$ cat src/rtl/pending_encoder_if.sv
// Request/grant bundle for pending_encoder.
// master drives requests and ready; slave is the encoder.
interface pending_encoder_if #(
  parameter int N = 4,
  parameter int W = $clog2(N)
) ();
  logic [N-1:0] req;
  logic         enable;
  logic         out_ready;
  logic         out_valid;
  logic [W-1:0] out_idx;
  logic [N-1:0] pending;
  logic         busy;

  modport master (
    output req,
    output enable,
    output out_ready,
    input  out_valid,
    input  out_idx,
    input  pending,
    input  busy
  );

  modport slave (
    input  req,
    input  enable,
    input  out_ready,
    output out_valid,
    output out_idx,
    output pending,
    output busy
  );
endinterface

$ cat src/rtl/pending_encoder.sv
// Buffered round-robin binary encoder: latches request pulses as
// pending bits and serializes them as indices on a valid/ready port.
module pending_encoder #(
  parameter int N = 4,
  parameter int W = $clog2(N)
) (
  input  logic             clk,
  input  logic             reset,
  pending_encoder_if.slave bus
);

  typedef enum logic {
    IDLE,
    HOLD
  } state_e;

  state_e       state_q, state_d;
  logic [N-1:0] pending_q, pending_d;
  logic [W-1:0] ptr_q, ptr_d;
  logic [W-1:0] idx_q, idx_d;

  logic [W-1:0] sel;
  logic         found;
  logic         load;
  logic [N-1:0] clear_mask;

  // Round-robin scan: first pending bit starting at ptr, wrapping mod N.
  always_comb begin
    logic [W-1:0] cand;
    sel   = ptr_q;
    found = 1'b0;
    cand  = ptr_q;
    for (int k = 0; k < N; k++) begin
      cand = ptr_q + W'(k);
      if (!found && pending_q[cand]) begin
        sel   = cand;
        found = 1'b1;
      end
    end
  end

  // Load only when the output slot is free or being retired this cycle.
  assign load = bus.enable && found &&
                ((state_q == IDLE) || bus.out_ready);

  // Next-state, grant bookkeeping and pending clear for the granted bit.
  always_comb begin
    state_d    = state_q;
    idx_d      = idx_q;
    ptr_d      = ptr_q;
    clear_mask = '0;
    unique case (state_q)
      IDLE: begin
        if (load) begin
          state_d         = HOLD;
          idx_d           = sel;
          ptr_d           = sel + W'(1);
          clear_mask[sel] = 1'b1;
        end
      end
      HOLD: begin
        if (load) begin
          idx_d           = sel;
          ptr_d           = sel + W'(1);
          clear_mask[sel] = 1'b1;
        end else if (bus.out_ready) begin
          state_d = IDLE;
        end
      end
      default: state_d = IDLE;
    endcase
  end

  // A request arriving with its own grant wins, so OR after the clear.
  always_comb begin
    pending_d = (pending_q & ~clear_mask) | bus.req;
  end

  // State registers, cleared immediately by the asynchronous reset.
  always_ff @(posedge clk or posedge reset) begin
    if (reset) begin
      state_q   <= IDLE;
      pending_q <= '0;
      ptr_q     <= '0;
      idx_q     <= '0;
    end else begin
      state_q   <= state_d;
      pending_q <= pending_d;
      ptr_q     <= ptr_d;
      idx_q     <= idx_d;
    end
  end

  assign bus.out_valid = (state_q == HOLD);
  assign bus.out_idx   = idx_q;
  assign bus.pending   = pending_q;
  assign bus.busy      = (state_q == HOLD) || (|pending_q);

endmodule

$ cat src/flat_wrapper.sv
// flat-port wrapper written by rule: the top's interface ports become plain ports
module pending_encoder_flat 
#(
  parameter int N = 4,
  parameter int W = $clog2(N)
)
  (clk, reset, bus_req, bus_enable, bus_out_ready, bus_out_valid, bus_out_idx, bus_pending, bus_busy);
  pending_encoder_if #(.N(N), .W(W)) bus_i ();
  input  logic clk;
  input  logic reset;
  input wire logic [$bits(bus_i.req)-1:0] bus_req;
  input wire logic [$bits(bus_i.enable)-1:0] bus_enable;
  input wire logic [$bits(bus_i.out_ready)-1:0] bus_out_ready;
  output wire logic [$bits(bus_i.out_valid)-1:0] bus_out_valid;
  output wire logic [$bits(bus_i.out_idx)-1:0] bus_out_idx;
  output wire logic [$bits(bus_i.pending)-1:0] bus_pending;
  output wire logic [$bits(bus_i.busy)-1:0] bus_busy;
  assign bus_i.req = bus_req;
  assign bus_i.enable = bus_enable;
  assign bus_i.out_ready = bus_out_ready;
  assign bus_out_valid = bus_i.out_valid;
  assign bus_out_idx = bus_i.out_idx;
  assign bus_pending = bus_i.pending;
  assign bus_busy = bus_i.busy;
  pending_encoder #(.N(N), .W(W)) u_core (.clk(clk), .reset(reset), .bus(bus_i));
endmodule
$ cat config.mk
export PLATFORM = sky130hd
export DESIGN_NAME = pending_encoder_flat
export DESIGN_NICKNAME = d
export VERILOG_FILES = /design/src/rtl/pending_encoder_if.sv /design/src/rtl/pending_encoder.sv /design/src/flat_wrapper.sv
export SDC_FILE = /design/constraint.sdc
export NUM_CORES = 1
export LEC_CHECK = 0
export BUFFER_PORTS_ARGS = -buffer_cell sky130_fd_sc_hd__buf_2
export CELL_PAD_IN_SITES_DETAIL_PLACEMENT = 1
export CELL_PAD_IN_SITES_GLOBAL_PLACEMENT = 1
export CORE_MARGIN = 3
export CORE_UTILIZATION = 37
export CTS_CLUSTER_SIZE = 30
export DETAILED_ROUTE_END_ITERATION = 8
export HOLD_SLACK_MARGIN = 0.03
export PLACE_DENSITY = 0.73
export SYNTH_ARGS = -nofsm -noshare
export SYNTH_HDL_FRONTEND = slang
export SYNTH_SLANG_ARGS = --single-unit
$ cat constraint.sdc
create_clock -name clk -period 2.2 [get_ports clk]
set_clock_uncertainty 0.15 [all_clocks]
set_input_delay 0.11 -clock clk [delete_from_list [all_inputs] [get_ports clk]]
set_output_delay 0.11 -clock clk [all_outputs]
set_load 0.05 [all_outputs]
# Word level (Yosys, flattened, before mapping)

Index checks and enable logic that the tools add are counted.

Div/mod/pow operators: 0
Shift operators: 0
Bitwise gates (word level): 4
Muxes and demuxes: 24
Magnitude comparators: 6
Equality and inequality tests: 0
Reductions and logical operators: 12
Add/subtract/negate cells: 4
Multipliers: 0

Operator list:

| kind                                                        | number |
|---|---|
| less-than comparator 2 x 3 -> 1 bit (second input constant) | 5 |
| 2-to-1 mux 1 bit                                            | 12 |
| 2-to-1 mux 2 bit                                            | 5 |
| binary-select mux 1 bit (select 2 bit)                      | 4 |
| logical AND 1 bit                                           | 6 |
| adder 2 x 1 -> 2 bit (second input constant)                | 2 |
| adder 2 bit (second input constant)                         | 2 |
| bitwise AND 4 bit                                           | 1 |
| 2-to-1 mux 4 bit                                            | 1 |
| inverter 4 bit                                              | 1 |
| bitwise OR 4 bit                                            | 1 |
| OR reduction 4 bit                                          | 1 |
| logical NOT 1 bit                                           | 3 |
| demux 1 bit (select 2 bit)                                  | 1 |
| >= comparator 2 x 1 -> 1 bit (second input constant)        | 1 |
| logical OR 1 bit                                            | 2 |
| case mux 1 bit (2 select lines)                             | 1 |
| inverter 1 bit                                              | 1 |

Register bits after elaboration: 9
Output and inout bits: 8
Bits in writable memories: 0
Memories: 0
ROM bits: 0
Latch bits: 0
Word-level logic and storage cells: 54

# Longest topological paths before layout

Depth in word-level cells: 20
Depth in mapped cells: 5
Gate-level depth less buffers: 4

# Worst setup path after synthesis

No wires, ideal clock.

Path type: reg-to-output
From: register u_core.pending_q[0], in the netlist u_core.bus.pending[0]
To: output port bus_busy
Cell stages (with the launch flop): 4
Path slack: 225 ps
Arrival time: 1,715 ps
Cell sequence: dfrtp_1 -> buf_4 -> nor2_1 -> or4b_2

Longest elaborated chain between the ends: 2

Ends and longest elaborated chain:

| element                | line                  | RTL |
|---|---|---|
| from (decl)            | pending_encoder.sv:18 | `logic [N-1:0] pending_q, pending_d;` |
| from (signal assigned) | pending_encoder.sv:88 | `pending_q <= pending_d;` |
| OR reduction 4 bit     | pending_encoder.sv:97 | `assign bus.busy = (state_q == HOLD) \|\| (\|pending_q);` |
| logical OR 1 bit       | pending_encoder.sv:97 |  |
| to (decl)              | flat_wrapper.sv:17    | `output wire logic [$bits(bus_i.busy)-1:0] bus_busy;` |

No other way between the ends.

# Worst setup path after layout

Same ends and word-level chain as after synthesis.

==> Implementation_results.wiki <==
{| class="wikitable"
! Metric !! Value
|-
| Boundary pin count || 16
|-
| Setup violations, final || 0
|-
| HPWL after detailed placement || approximately 1200 um
|-
| Data arrival time of the critical path || ~1.8 ns
|-
| Core area || approximately 0.0016 mm^2
|-
| Number of global-route vias before repair || about 580
|-
| Area of the mapped netlist || 642 um^2
|-
| Routed Wire Length || 1650 um
|-
| Worst setup EP type || primary output
|-
| Final critical delay including setup and external delays || slightly above 2 ns
|-
| Clock H-tree levels || 1
|-
| Antenna viol nets, final || 0
|-
| Insertion delay to the later sink of the worst-skew pair || around 0.26 ns
|-
| Initial detailed-routing violation count || 8
|-
| 1st-pass router iterations || 4
|-
| Lkg Pwr || 0.339 nW
|-
| Slew Limit Fails || 0
|-
| VDD IR-drop max || between 0.6 and 0.7 mV
|-
| Worst setup slack before clock tree synthesis || a little under 0.4 ns
|-
| Die footprint || 0.00227 mm^2
|-
| Proportion of synthesized chip area in sequential cells || a little over a third
|-
| Total internal power || 499 uW
|-
| Number of diodes || 0
|-
| Number of synthesized register bits || 9
|-
| Final-stage net count || 99
|-
| CTS Root Cell || clkbuf_4
|-
| Final hold violation count || 0
|-
| Share of post-route cells with drive strength above 1 || between 30% and 40%
|-
| Maximum clock rate || 486 MHz
|-
| Register Area || 225 um^2
|-
| Mean instance size in the synthesized netlist || 9.44 um^2
|-
| DRC || 0
|-
| Startpoint Class || flop
|-
| Syn-to-layout area delta || 24.4%
|-
| Global-route usage over all layers || between 10% and 20%
|-
| Buffers from clock root to sink, at most || 2
|-
| Leading register cell type out of synthesis || dfrtp_1
|-
| Clock tree from TritonCTS || done
|-
| Switching power summed over all nets || approximately 500 uW
|-
| Overall power after layout || ~1000 uW
|-
| Max-slew headroom || 71.7%
|-
| Required @ worst endpoint || between 1.5 and 2 ns
|-
| Portion of total power attributed to combinational logic || 52.3%
|-
| Clock-pin slew of the registers on the worst-case setup and hold paths || ~0.060 ns
|-
| Number of inserted filler cells in the final layout || about 200
|-
| Multi-input logic area || ~370 um^2
|-
| Dpl cell area || 702 um^2
|-
| Unique cell type count in the Yosys netlist || 35
|-
| Via count of the routed design || 603
|-
| Most numerous cell types in the synthesized netlist || dfrtp_1 (9), nor2_1 (8), a21oi_1 (5)
|-
| Count of flip-flops with a built-in enable after synthesis || 0
|-
| Net Count, Synth || 76
|-
| Routed WL per cell || 15.5 um
|-
| Number of violations of the max-capacitance limit || 0
|-
| Post-CTS sizing || 0
|-
| Die boundary width || 47.7 um
|-
| Proportion of synthesized flip-flops having asynchronous set or reset || between 90% and 100%
|-
| Quantity of I/O buffers inserted on ports || 15
|-
| Dominant cells by area after synthesis || dfrtp_1 (35%), nor2_1 (4.7%), a21oi_1 (3.9%)
|-
| Setup TNS || 0 ns
|-
| Die extent in y || 47.7 um
|-
| Util after Layout || slightly above 50%
|-
| Starting density of the core || 40.7%
|-
| Global placement routability congestion || 0.834
|-
| Worst Max-Slew Pin Slew || 0.425 ns
|-
| Library cell occupying the most area in the post-synthesis netlist || dfrtp_1
|-
| Fraction of power spent switching nets || 49.9%
|-
| Number of warnings printed during yosys synthesis || 0
|-
| Final instance area || approximately 800 um^2
|-
| Kind of path behind the tightest hold check || in -> async
|-
| Pin count of the biggest net entering global routing || 15
|-
| Status || completed
|-
| RSZ-0062 raised after global routing || no
|-
| Inserted Clock Buffers || 3
|-
| Average via count per standard cell || between 5 and 6
|-
| Wire length of the first global-routing pass || 2770 um
|-
| Sequential power share || 34.9%
|-
| Number of instances in the synthesized netlist || ~70
|-
| Core Rows || 14
|-
| Worst path setup slack after routing || approximately 0.14 ns
|-
| Sinks on the clock net || 9
|-
| Fraction of power consumed by the clock network || about an eighth
|-
| Crit Path Max Fanout || 12
|-
| Share of the clock period used by the worst path || between 90% and 100%
|-
| Area share of the largest cell type after synthesis || about a third
|-
| Top-count cell post-synth || dfrtp_1
|-
| Grt total ovfl || 0
|-
| Power density over the cells || around 1200 mW/mm^2
|-
| Antenna violations before repair || 0
|-
| Classification of the worst setup path || reg -> out
|}
[cells in the final DEF (no fill, tap or decap), types with 2 or more instances in the layout]
cell / instances
nor2_1: 8
nor3_1: 4
inv_1: 4
nor2b_1: 4
dfrtp_1: 9
a21oi_2: 2
nand2b_1: 2
a21oi_1: 5
a21o_1: 2
buf_2: 15
nor3b_1: 2
dlygate4sd3_1: 7
clkbuf_4: 3
[kinds of logic after synthesis]
logic type / after synthesis / synth area share [%]
mux: 1 / 1.75
compound gates: 20 / 25.5
simple gates: 30 / 29.8
buf+inv: 8 / 7.80
flops: 9 / 35.1
[per-layer routing]
metal	vias up	GRT usage [%]	wire length, um
met5	-	0	0
met4	0	3.76	4
met3	2	5.64	95
met2	18	26.5	806
met1	293	25.8	742
li1	290	-	-
[final timing paths]
kind / end / from / slack, ns / cells past startpoint
max: bus_busy / u_core.bus.pending[0] / 0.14 / 3
min: u_core.bus.pending[1] / reset / 0.20 / 3
max reg2reg: u_core.bus.out_valid / u_core.bus.pending[0] / 0.30 / 3
min reg2reg: u_core.bus.out_idx[0] / u_core.bus.out_idx[0] / 0.32 / 1
max in group asynchronous: u_core.ptr_q[0] / reset / 1.42 / 3
min in group clk: u_core.ptr_q[0] / bus_out_ready / 0.22 / 4
[stage by stage]
step | instances | hold WS [ns]
floorplan | 68 | -0.212
global placement | 95 | -0.0505
detailed placement | 95 | -0.0483
CTS | 106 | 0.209
global route | 106 | 0.232
finish | 106 | 0.204
[state kept, by name, summed over array words and instances (netlist names)]
| register | cells |
|---|---|
| u_core.bus.out_idx | 2 |
| u_core.bus.out_valid | 1 |
| u_core.bus.pending | 4 |
| u_core.ptr_q | 2 |
[worst max-delay path, cell delays in order (launching register included)]
cell	delay [ns]
dfrtp_1	0.51
nor2_1	0.21
or4b_2	0.59
buf_2	0.23
[power by group through the flow]
stage	Sequential [mW]	Clock, mW	Combinational [mW]
global route	0.366	0.146	0.563
global placement	0.345	0	0.507
CTS	0.346	0.134	0.526
detailed placement	0.349	0	0.512
floorplan	0.418	0	0.348
finish	0.347	0.127	0.521
[area by class of cell]
type                    instances  share of cell area, %
multi-input cells              51                   45.9
flip-flops and latches          9                   28.2
repair buffers                 22                   18.2
clock buffers                   4                   3.29
well taps                      16                   2.51
inverters                       4                   1.88
[what timing repair did]
item,in CTS,in global routing
hold endpoints to repair,14,0
setup buffers,0,0
hold buffers,7,0
(Power assumes the default switching activity.)
